`src/rtl/seq_pkg.sv`:
```
// Round sequencer states and the on-screen countdown width.
`timescale 1ns/1ps
package seq_pkg;
    localparam int CD_W = 3;

    typedef enum logic [2:0] {
        IDLE       = 3'd0,
        WAIT_READY = 3'd1,
        COUNTDOWN  = 3'd2,
        PLAYING    = 3'd3,
        HOLD       = 3'd4
    } s_state;
endpackage

```
`src/rtl/state_pkg.sv`:
```
// Game state machine encoding shared with the round sequencer.
`timescale 1ns/1ps
package state_pkg;
    typedef enum logic [1:0] {
        START  = 2'd0,
        PLAY   = 2'd1,
        FINISH = 2'd2
    } g_state;
endpackage

```
`src/rtl/sec_tick.sv`:
```
// One-second tick generator; clr marks the first cycle of a new interval,
// so the first tick fires TICK_CYCLES cycles after the clear began.
`timescale 1ns/1ps
module sec_tick #(
    parameter int TICK_CYCLES = 65_000_000
) (
    input  logic clk,
    input  logic rst,
    input  logic clr,
    output logic tick
);
    localparam int CW = (TICK_CYCLES > 1) ? $clog2(TICK_CYCLES) : 1;
    localparam logic [CW-1:0] LAST      = CW'(TICK_CYCLES - 1);
    localparam logic [CW-1:0] AFTER_CLR = (TICK_CYCLES > 1) ? CW'(1) : '0;

    logic [CW-1:0] cnt;

    // The clear cycle itself counts as cycle 0 of the interval.
    assign tick = !clr && (cnt == LAST);

    always_ff @(posedge clk or negedge rst) begin
        if (!rst) begin
            cnt <= '0;
        end else if (clr) begin
            cnt <= AFTER_CLR;
        end else if (cnt == LAST) begin
            cnt <= '0;
        end else begin
            cnt <= cnt + 1'b1;
        end
    end
endmodule

```
`src/rtl/game_sequencer.sv`:
```
// Two-player ready handshake, countdown and restart gating for the game FSM.
// Optional macro GAME_SEQ_TIMEOUT_EN enables the WAIT_READY timeout.
`timescale 1ns/1ps
module game_sequencer
    import state_pkg::*;
    import seq_pkg::*;
#(
    parameter int TICK_CYCLES       = 65_000_000,
    parameter int COUNT_SEC         = 3,
    parameter int READY_TIMEOUT_SEC = 5,
    parameter int FINISH_HOLD_SEC   = 2
) (
    input  logic            clk,
    input  logic            rst,
    input  g_state          game_state,
    input  logic            ready_local,
    input  logic            ready_remote,
    input  logic            restart_req,
    output logic            start_go,
    output logic            restart_go,
    output logic [CD_W-1:0] countdown,
    output s_state          seq_state,
    output logic            local_seen,
    output logic            remote_seen,
    output logic            timeout
);
    localparam int SEC_MAX = (READY_TIMEOUT_SEC > FINISH_HOLD_SEC) ? READY_TIMEOUT_SEC
                                                                   : FINISH_HOLD_SEC;
    localparam int SW = (SEC_MAX > 0) ? $clog2(SEC_MAX + 1) : 1;
    localparam logic [SW-1:0]   HOLD_DONE = SW'(FINISH_HOLD_SEC);
    localparam logic [CD_W-1:0] CD_INIT   = CD_W'(COUNT_SEC);
    localparam logic [CD_W-1:0] CD_LAST   = CD_W'(1);

    logic [2:0]    req_raw, sync1, sync2, req_prev, req_edge;
    logic          local_edge, remote_edge, restart_edge;
    s_state        prev_state;
    logic          tick_clr, tick;
    logic [SW-1:0] sec_cnt;

`ifdef GAME_SEQ_TIMEOUT_EN
    localparam logic [SW-1:0] TIMEOUT_LAST = SW'(READY_TIMEOUT_SEC - 1);
    logic timeout_r;
    assign timeout = timeout_r;
`else
    assign timeout = 1'b0;
`endif

    assign req_raw      = {restart_req, ready_remote, ready_local};
    assign local_edge   = req_edge[0];
    assign remote_edge  = req_edge[1];
    assign restart_edge = req_edge[2];

    // Two synchronizer flops, then a registered rising-edge detector.
    always_ff @(posedge clk or negedge rst) begin
        if (!rst) begin
            sync1    <= '0;
            sync2    <= '0;
            req_prev <= '0;
            req_edge <= '0;
        end else begin
            sync1    <= req_raw;
            sync2    <= sync1;
            req_prev <= sync2;
            req_edge <= sync2 & ~req_prev;
        end
    end

    assign tick_clr = (seq_state != prev_state);

    sec_tick #(.TICK_CYCLES(TICK_CYCLES)) u_sec_tick (
        .clk  (clk),
        .rst  (rst),
        .clr  (tick_clr),
        .tick (tick)
    );

    always_ff @(posedge clk or negedge rst) begin
        if (!rst) begin
            seq_state   <= IDLE;
            prev_state  <= IDLE;
            countdown   <= '0;
            sec_cnt     <= '0;
            local_seen  <= 1'b0;
            remote_seen <= 1'b0;
            start_go    <= 1'b0;
            restart_go  <= 1'b0;
`ifdef GAME_SEQ_TIMEOUT_EN
            timeout_r   <= 1'b0;
`endif
        end else begin
            start_go   <= 1'b0;
            restart_go <= 1'b0;
`ifdef GAME_SEQ_TIMEOUT_EN
            timeout_r  <= 1'b0;
`endif
            prev_state <= seq_state;
            case (seq_state)
                IDLE: begin
                    if (local_edge && remote_edge) begin
                        seq_state   <= COUNTDOWN;
                        countdown   <= CD_INIT;
                        local_seen  <= 1'b0;
                        remote_seen <= 1'b0;
                    end else if (local_edge || remote_edge) begin
                        seq_state   <= WAIT_READY;
                        local_seen  <= local_edge;
                        remote_seen <= remote_edge;
                        sec_cnt     <= '0;
                    end
                end
                WAIT_READY: begin
                    if ((local_edge && !local_seen) || (remote_edge && !remote_seen)) begin
                        seq_state   <= COUNTDOWN;
                        countdown   <= CD_INIT;
                        local_seen  <= 1'b0;
                        remote_seen <= 1'b0;
                        sec_cnt     <= '0;
                    end
`ifdef GAME_SEQ_TIMEOUT_EN
                    else if (tick) begin
                        if (sec_cnt == TIMEOUT_LAST) begin
                            timeout_r   <= 1'b1;
                            seq_state   <= IDLE;
                            local_seen  <= 1'b0;
                            remote_seen <= 1'b0;
                            sec_cnt     <= '0;
                        end else begin
                            sec_cnt <= sec_cnt + 1'b1;
                        end
                    end
`endif
                end
                COUNTDOWN: begin
                    if (tick) begin
                        if (countdown == CD_LAST) begin
                            countdown <= '0;
                            start_go  <= 1'b1;
                            seq_state <= PLAYING;
                        end else begin
                            countdown <= countdown - 1'b1;
                        end
                    end
                end
                PLAYING: begin
                    // The game FSM is still in START while start_go is high.
                    if (game_state == START && !start_go) begin
                        seq_state <= IDLE;
                        countdown <= '0;
                        sec_cnt   <= '0;
                    end else if (game_state == FINISH) begin
                        seq_state <= HOLD;
                        sec_cnt   <= '0;
                    end
                end
                HOLD: begin
                    if (game_state == START) begin
                        seq_state <= IDLE;
                        countdown <= '0;
                        sec_cnt   <= '0;
                    end else if (sec_cnt != HOLD_DONE) begin
                        if (tick) begin
                            sec_cnt <= sec_cnt + 1'b1;
                        end
                    end else if (restart_edge) begin
                        restart_go <= 1'b1;
                        seq_state  <= IDLE;
                        sec_cnt    <= '0;
                    end
                end
                default: begin
                    seq_state <= IDLE;
                end
            endcase
        end
    end
endmodule

```
`config.mk`:
```
export PLATFORM = sky130hd
export DESIGN_NAME = game_sequencer
export DESIGN_NICKNAME = d
export VERILOG_FILES = /design/src/rtl/seq_pkg.sv /design/src/rtl/state_pkg.sv /design/src/rtl/sec_tick.sv /design/src/rtl/game_sequencer.sv
export SDC_FILE = /design/constraint.sdc
export NUM_CORES = 1
export LEC_CHECK = 0
export BUFFER_PORTS_ARGS = -buffer_cell sky130_fd_sc_hd__buf_2
export CORE_MARGIN = 5
export CORE_UTILIZATION = 60
export DETAILED_ROUTE_END_ITERATION = 16
export GPL_ROUTABILITY_DRIVEN = 0
export PLACE_DENSITY_LB_ADDON = 0.25
export SYNTH_ARGS = -nofsm -noshare
export SYNTH_HDL_FRONTEND = slang
export SYNTH_HIERARCHICAL = 1
export SYNTH_SLANG_ARGS = --single-unit
```
`constraint.sdc`:
```
create_clock -name clk -period 9 [get_ports clk]
set_clock_uncertainty 0.15 [all_clocks]
set_input_delay 0.45 -clock clk [delete_from_list [all_inputs] [get_ports clk]]
set_output_delay 0.45 -clock clk [all_outputs]
set_load 0.05 [all_outputs]
```
# Yosys cells after proc, flatten, opt, wreduce, memory -nomap -nowiden
# Cells that the tools add are included.
# totals
ramBits	0
inputBits	7
output_inout_bits	11
word_cells	104
regBits	54
n_memories	0
romBits	0
latchBits	0
# classes
n_shift	0
bitwise_logic	2
n_mux	43
n_mul	0
order_cmp	0
add_sub_neg	3
n_div	0
n_eq_ne	23
reduce_logical	20
# op_table
operator	n
3-bit 2-to-1 mux	24
26-bit 2-to-1 mux	2
3-bit case mux with 5 select lines	2
26-bit by 1-bit adder with 26-bit output (second input constant)	1
26-bit equality test (second input constant)	1
2-bit != test (second input constant)	8
7-bit AND reduction	2
1-bit 2-to-1 mux	12
3-bit != test (second input constant)	4
3-bit case mux with 4 select lines	1
4-bit != test (second input constant)	2
3-bit by 1-bit equality test with 1-bit output (second input constant)	2
3-bit by 2-bit equality test with 1-bit output (second input constant)	2
6-bit AND reduction	1
1-bit logical AND	5
5-bit nonzero test	1
1-bit logical NOT	4
1-bit case mux with 2 select lines	2
4-bit nonzero test	1
3-bit by 1-bit adder with 3-bit output (second input constant)	1
3-bit AND	1
3-bit equality test (second input constant)	1
3-bit logical NOT	1
3-bit by 2-bit != test with 1-bit output (second input constant)	1
8 further kinds	9

# Longest topological paths before layout
# Gate-level depths: netlist of run 1.
# logic_depth
ltp_word	7
ltp_mapped	11

# Modules after synthesis
# Netlist of run 1, hierarchy kept.
# by_module_without_submodules
module	cells_each	seq_area_each_um2	instances	area_per_inst_um2
sec_tick	158	650.6	1	1549.0
game_sequencer	119	700.7	1	1293.7

# Worst setup path before layout of run 1
# Ideal clock, no wire load.
# synth_timing
path_kind	flip-flop to flip-flop
startpoint	register u_sec_tick.cnt[7]
endpoint	register seq_state[1]
slack_ps	6013
setup_time_ps	126
arrival_ps	2711
stages_incl_launch_ff	9
synth_period_minus_slack_ps	2987
required_ps	8724
cell_sequence	dfrtp_1 buf_4 or4b_2 nor4b_4 nor2b_1 nand3b_1 a22oi_1 nand3_1 o32a_1
# synth_between
elab_chain_len	4
# synth_rtl
element	line	text
from (decl)	sec_tick.sv:16	logic [CW-1:0] cnt;
from (signal assigned)	sec_tick.sv:29	cnt <= cnt + 1'b1;
26-bit equality test	sec_tick.sv:19	assign tick = !clr && (cnt == LAST);
1-bit logical AND	sec_tick.sv:19	
net tick	game_sequencer.sv:37	logic tick_clr, tick;
2-bit != test (no source line)	-	
7-bit AND reduction (no source line)	-	
to (signal assigned)	game_sequencer.sv:79	seq_state <= IDLE;
to (signal assigned)	game_sequencer.sv:100	seq_state <= COUNTDOWN;
to (signal assigned)	game_sequencer.sv:105	seq_state <= WAIT_READY;
to (decl)	game_sequencer.sv:22	output s_state seq_state,
# The timed path passes the listed nets, and every way through them passes these cells.
# A chain may end at the register's enable or synchronous reset.

# Worst setup path in the final report of run 1
# layout_timing
startpoint	register u_sec_tick.cnt[8]
endpoint	register seq_state[1]
# The elaborated chain is that of the path after synthesis.

==> flow_summary.json, run 1 <==
{
  "status": "complete, no violations",
  "synthAdderAreaFrac_pct": 1.32,
  "area_growth_pct": 6.34,
  "grt_overflow": 0,
  "tightest_slew_ps": 672,
  "cts_tree": "built",
  "critical_path_arrival_ps": 3210,
  "synth_seq_cells": 54,
  "cts_max_path_buffers": 2,
  "cp-end-kind": "register",
  "die_y_um": 78.8,
  "synth_ff_type": "dfrtp_1",
  "final_nets": 298,
  "yosys.area_share.simple_pct": 24.7,
  "antenna_found_initial": 0,
  "cts.sinks": 54,
  "worstSkewPairLatency_ps": 310,
  "n_fill_cell": 368,
  "fmaxAchievable_mhz": 317,
  "post-route-period-util_pct": 35.1,
  "routed_wl_mm": 5.32,
  "final_layout_size_suffix_gt1_share_pct": 15.2,
  "grt_first_pass_wirelength_mm": 9.55,
  "instances_no_fill": 343,
  "ant_nets": 0,
  "cts_made_buffers": 5,
  "drtIter0Drc": 190,
  "peakVddDrop_mv": 0.160,
  "yosys.cell_types.count": 60,
  "p_sw_uw": 325,
  "dp_cells": 335,
  "synth_top_family_by_area": "simple AND/OR/NAND/NOR gates",
  "seqCellArea_mm2": 0.00135,
  "worstSetupPathType": "reg2reg",
  "comb_power_share_pct": 39.1,
  "slew_headroom_pct": 55.2,
  "synth_area_mm2": 0.00284,
  "hpwl_mm": 3.55,
  "synth_xor_area_share_pct": 5.24,
  "muxShareOfSynthArea_pct": 1.28,
  "vias": 2132,
  "viasPerCell": 6.22,
  "syn-num-nets": 287,
  "min_path_type": "in2reg",
  "holdBufCountCts": 0,
  "rows": 25,
  "drc_errors": 0,
  "post_cts_buffers": 0,
  "cp.required_ps": 9050,
  "grt_setup_unrepaired": "no",
  "netlist_instances": 277,
  "seqPwrFrac_pct": 39.9,
  "syn_area_per_cell_um2": 10.3,
  "htreeDepth": 2,
  "cts.clk_slew.worst_paths_ps": 100,
  "ys_seq_area_share_pct": 47.5,
  "clkPwrFrac_pct": 20.9,
  "cts_root_buffer": "clkbuf_8",
  "die_area_mm2": 0.00621,
  "power.density_mw_per_mm2": 263,
  "swShare_pct": 40.8,
  "grt_util_all_layers_pct": 18.9,
  "grt_pass1_vias": 2076,
  "hold_viol_final": 0,
  "synth_compound_area_share_pct": 15.0,
  "ff2ff_setup_slack_ps": 5840,
  "cp_max_fo": 7,
  "p_int_uw": 471,
  "antenna_cells": 0,
  "numPortBuffers": 16,
  "slew_violations": 0,
  "io_pins": 18,
  "grt_start_max_net_pins": 55,
  "tns_ps": 0,
  "post_drt_wl_per_cell_um": 15.5,
  "firstDrtPassIters": 4,
  "synth_edf_count": 0,
  "initial_core_util_pct": 61.0,
  "hold_ws_ps": 95.1,
  "yosys_warnings": 6,
  "multi_input_area_mm2": 0.00136,
  "ys_async_sr_fraction_pct": 100,
  "dieWidth_um": 78.8,
  "start_kind": "register",
  "core_area_mm2": 0.00466,
  "p_leak_nw": 1.19,
  "finalSetupViolations": 0,
  "maxCapViolCount": 0,
  "fin_crit_ps": 3160,
  "cts_resized": 0
}
[path summary, 6_finish.rpt]
check,startpoint,to,cells after the start
hold reg to reg,sync1[2],sync2[2],0
min in group asynchronous,rst,u_sec_tick/cnt[24],2
setup reg to reg,u_sec_tick/cnt[8],seq_state[1],7
max in group asynchronous,rst,remote_seen,2
setup / recovery,u_sec_tick/cnt[8],seq_state[1],7
hold / removal,ready_remote,sync1[1],1
[cell usage after synthesis (2+ instances only)]
cell type,n,area share (%)
nor3_1,17,3.0
nor4_1,4,0.88
a21oi_1,8,1.4
xor2_1,4,1.2
o21ai_0,12,2.1
or4_1,5,1.3
ha_1,3,1.3
nor2b_1,9,2.0
dfrtp_1,54,48
nor3b_1,2,0.53
o211ai_1,3,0.79
buf_4,7,1.8
o31ai_1,7,1.8
a211oi_2,3,1.3
xnor2_1,13,4.0
and3_1,3,0.66
buf_6,3,1.2
nand2_1,21,2.8
or4_4,2,0.79
and4_1,2,0.62
nor2_1,14,1.8
or3_1,4,0.88
nand2b_1,4,0.88
a211oi_1,5,1.3
o21bai_1,4,1.1
nand3b_1,2,0.53
inv_1,8,1.1
a31oi_1,2,0.44
nor4b_1,3,0.92
clkbuf_1,3,0.40
nand3_1,7,1.2
nand4_1,11,2.4
[routing by layer]
| metal | global-route usage [%] | part of all wire (%) | vias up |
|---|---|---|---|
| met1 | 27.1 | 50 | 1039 |
| met4 | 4.64 | 0.66 | 0 |
| met5 | 0 | 0 | - |
| met2 | 29.0 | 45 | 45 |
| li1 | - | - | 1044 |
| met3 | 4.65 | 3.9 | 4 |
[flip-flops by register name, summed over array words and instances, names as in the netlist]
name	flops
countdown	3
local_seen	1
prev_state	3
remote_seen	1
req_edge	3
req_prev	3
restart_go	1
sec_cnt	3
seq_state	3
start_go	1
sync1	3
sync2	3
u_sec_tick/cnt	26
[worst max-delay path, stage by stage, from the launching register on]
cell      delay [ps]
dfrtp_1          450
or4b_2           730
nor4b_4          290
nor2b_1          500
nand3b_1         180
a22oi_1          230
nand3_1          170
o32a_1           360
[final cells by class]
cell class / instances / share of cell area (%)
clock buffer: 5 / 2.28
clock inverter: 3 / 1.57
inverter: 8 / 0.993
multi-input combinational: 200 / 44.8
sequential: 54 / 44.7
tap: 54 / 2.24
timing repair buffer: 19 / 3.39
[through the flow]
step                      setup WS, ps  area [um2]  power, mW  util, %
final                             5840        3020      0.795     64.9
after global placement            5950        2910      0.629     62.4
after global routing              5680        3020      0.852     64.9
after CTS                         5890        3020      0.799     64.9
after floorplan                   6010        2840      0.576        -
after detailed placement          5910        2910      0.634     62.4
[cell families (layout without fill, tap and decap cells)]
group,count (synthesis),count (layout)
buf+inv,23,35
fa+ha+maj,3,3
simple gates,119,119
other cells,1,1
xor+xnor,17,17
compound gates,57,57
mux,3,3
flops,54,54
[cell usage in the layout (no fill, tap or decap), drive strengths merged, types with 8 or more instances in the layout]
| cell type | netlist | routed |
|---|---|---|
| a211oi | 8 | 8 |
| o21ai | 13 | 13 |
| nand3 | 8 | 8 |
| a21oi | 8 | 8 |
| nor3 | 17 | 17 |
| nor2 | 14 | 14 |
| nand4 | 11 | 11 |
| buf | 12 | 19 |
| nor2b | 9 | 9 |
| nand2 | 21 | 21 |
| inv | 8 | 9 |
| xnor2 | 13 | 13 |
| dfrtp | 54 | 54 |
[power groups by stage]
| stage | Clock [mW] | Sequential (mW) | Combinational, mW |
|---|---|---|---|
| floorplan | 0 | 0.350 | 0.226 |
| global placement | 0 | 0.322 | 0.307 |
| detailed placement | 0 | 0.323 | 0.311 |
| CTS | 0.169 | 0.318 | 0.312 |
| global route | 0.181 | 0.326 | 0.345 |
| finish | 0.167 | 0.318 | 0.311 |
(Power assumes the default switching activity.)
==> run 2: changes to the inputs <==
Clock period 9 ns to 3.3 ns, I/O delays scaled along.
==> run 2 against run 1 <==
Effect of this change: largest power group is now combinational logic; first-iteration DRC count shrank 26%; critical endpoint unchanged; register-to-register slack lost 5400 ps; power grew to 2.7 times the previous value; final cell count grew 2.0%; critical path type unchanged; sequential cell count is the same; global-route usage is essentially flat.
==> flow_summary.json, run 2 (same netlist as run 1, synthesis figures left out) <==
{
  "fin_crit_ps": 2830,
  "multi_input_area_mm2": 0.00136,
  "cpLargestDelayFamily": "simple AND/OR/NAND/NOR gates",
  "io_pins": 18,
  "finalPower_mw": 2.13,
  "largest_reg_flops": 26,
  "cts.sinks": 54,
  "slowest_stage": "or4b_2",
  "worst_slack_ps": 472,
  "htreeDepth": 2,
  "dp_cells": 338,
  "routed_wl_mm": 5.27,
  "crit_chain": "or4b_2 -> nor4b_4 -> nor2b_1 -> nand3b_1 -> a22oi_1 -> nand3_1 -> o32a_1",
  "tightest_slew_ps": 687,
  "maxCapViolCount": 0,
  "final_nets": 305,
  "antenna_cells": 0,
  "power.density_mw_per_mm2": 694,
  "slew_headroom_pct": 54.2,
  "p_leak_nw": 1.21,
  "tns_ps": 0,
  "grt_first_pass_wirelength_mm": 9.47,
  "initial_core_util_pct": 61.0,
  "seqCellArea_mm2": 0.00135,
  "die_area_mm2": 0.00621,
  "crit_buf_inv": 0,
  "viasPerCell": 6.11,
  "hpwl_mm": 3.71,
  "worstSkewPairLatency_ps": 310,
  "worstSetupPathType": "reg2reg",
  "instances_no_fill": 350,
  "layout_common_cells": "dfrtp_1, nand2_1, nor3_1",
  "cts_max_path_buffers": 2,
  "cp.required_ps": 3360,
  "dp_slack_ps": 523,
  "slew_violations": 0,
  "n_fill_cell": 377,
  "regMostFlops": "u_sec_tick/cnt",
  "core_area_mm2": 0.00466,
  "seqPwrFrac_pct": 39.3,
  "firstDrtPassIters": 4,
  "grt_pass1_vias": 2036,
  "ff2ff_setup_slack_ps": 470,
  "die_y_um": 78.8,
  "critical_path_arrival_ps": 2880,
  "cp-end-kind": "register",
  "p_int_mw": 1.24,
  "drtIter0Drc": 140,
  "drc_errors": 0,
  "p_sw_uw": 889,
  "numPortBuffers": 16,
  "layout_commonest_cell": "dfrtp_1",
  "grt_setup_unrepaired": "no",
  "clkPwrFrac_pct": 18.1,
  "cts.clk_slew.worst_paths_ps": 110,
  "cp_slowest_stage_delay_ps": 740,
  "cp_max_fo": 6,
  "antenna_found_initial": 0,
  "vias": 2140,
  "cts_made_buffers": 5,
  "comb_power_share_pct": 42.6,
  "final_layout_size_suffix_gt1_share_pct": 15.9,
  "cts_root_buffer": "clkbuf_8",
  "ant_nets": 0,
  "hold_viol_final": 0,
  "post_cts_buffers": 0,
  "grt_overflow": 0,
  "dieWidth_um": 78.8,
  "rows": 25,
  "fmaxAchievable_mhz": 354,
  "status": "complete, no violations",
  "finalSetupViolations": 0,
  "cts_tree": "built",
  "grt_start_max_net_pins": 32,
  "start_kind": "register",
  "post-route-period-util_pct": 85.7,
  "post_drt_wl_per_cell_um": 15.1,
  "grt_util_all_layers_pct": 18.9,
  "area_growth_pct": 7.88,
  "swShare_pct": 41.7,
  "peakVddDrop_mv": 0.346,
  "min_path_type": "in2reg"
}
==> run 2: cell count changes in the layout (fill, tap and decap cells not counted), sizes merged <==
cell and delta:
clkinv +1, buf +3, dlygate4sd3 +4, bufinv -1
==> run 2: through the flow <==
step	util (%)	hold WS (ps)	cell area, um2
6_report	65.8	119	3070
5_1_grt	65.8	138	3070
3_3_place_gp	62.8	93.2	2930
3_5_place_dp	62.8	103	2930
2_1_floorplan	-	-281	2840
4_1_cts	65.8	102	3070
==> run 2: tightest hold or removal path: stages <==
cell and delay [ps]:
buf_2 120, o211ai_1 150, o211ai_1 110
==> run 2: cell type report <==
cell class / instances / share of cell area, %
clock buffer: 5 / 2.24
clock inverter: 3 / 0.938
tap: 54 / 2.20
timing repair buffer: 26 / 5.39
inverter: 8 / 0.979
sequential: 54 / 44.1
multi-input combinational: 200 / 44.2
==> run 2: layer usage <==
metal  up-vias  track usage [%]  share of wire [%]
li1       1053                -                  -
met1      1036             27.9                 49
met2        43             27.9                 46
met3         8             3.74                4.4
met4         0             6.36                1.4
met5         -                0                  0
==> run 2: repair_timing <==
action,CTS,global route
hold buffers,4,0
resized for setup,0,0
hold endpoints to repair,33,0
==> run 2: path summary, 6_finish.rpt <==
path	from	end	depth (start not counted)
worst max-delay path	u_sec_tick/cnt[8]	seq_state[1]	7
worst max register to register	u_sec_tick/cnt[8]	seq_state[1]	7
worst min register to register	sync1[2]	sync2[2]	0
worst min-delay path	game_state[0]	seq_state[0]	3
min in group asynchronous	rst	local_seen	2
max in group asynchronous	rst	sec_cnt[0]	3
==> run 2: power by group through the flow <==
stage | clock [mW] | sequential, mW | combinational (mW)
floorplan | 0 | 0.955 | 0.616
global placement | 0 | 0.845 | 0.897
detailed placement | 0 | 0.852 | 0.908
CTS | 0.402 | 0.837 | 0.913
global route | 0.435 | 0.853 | 0.993
finish | 0.385 | 0.836 | 0.908
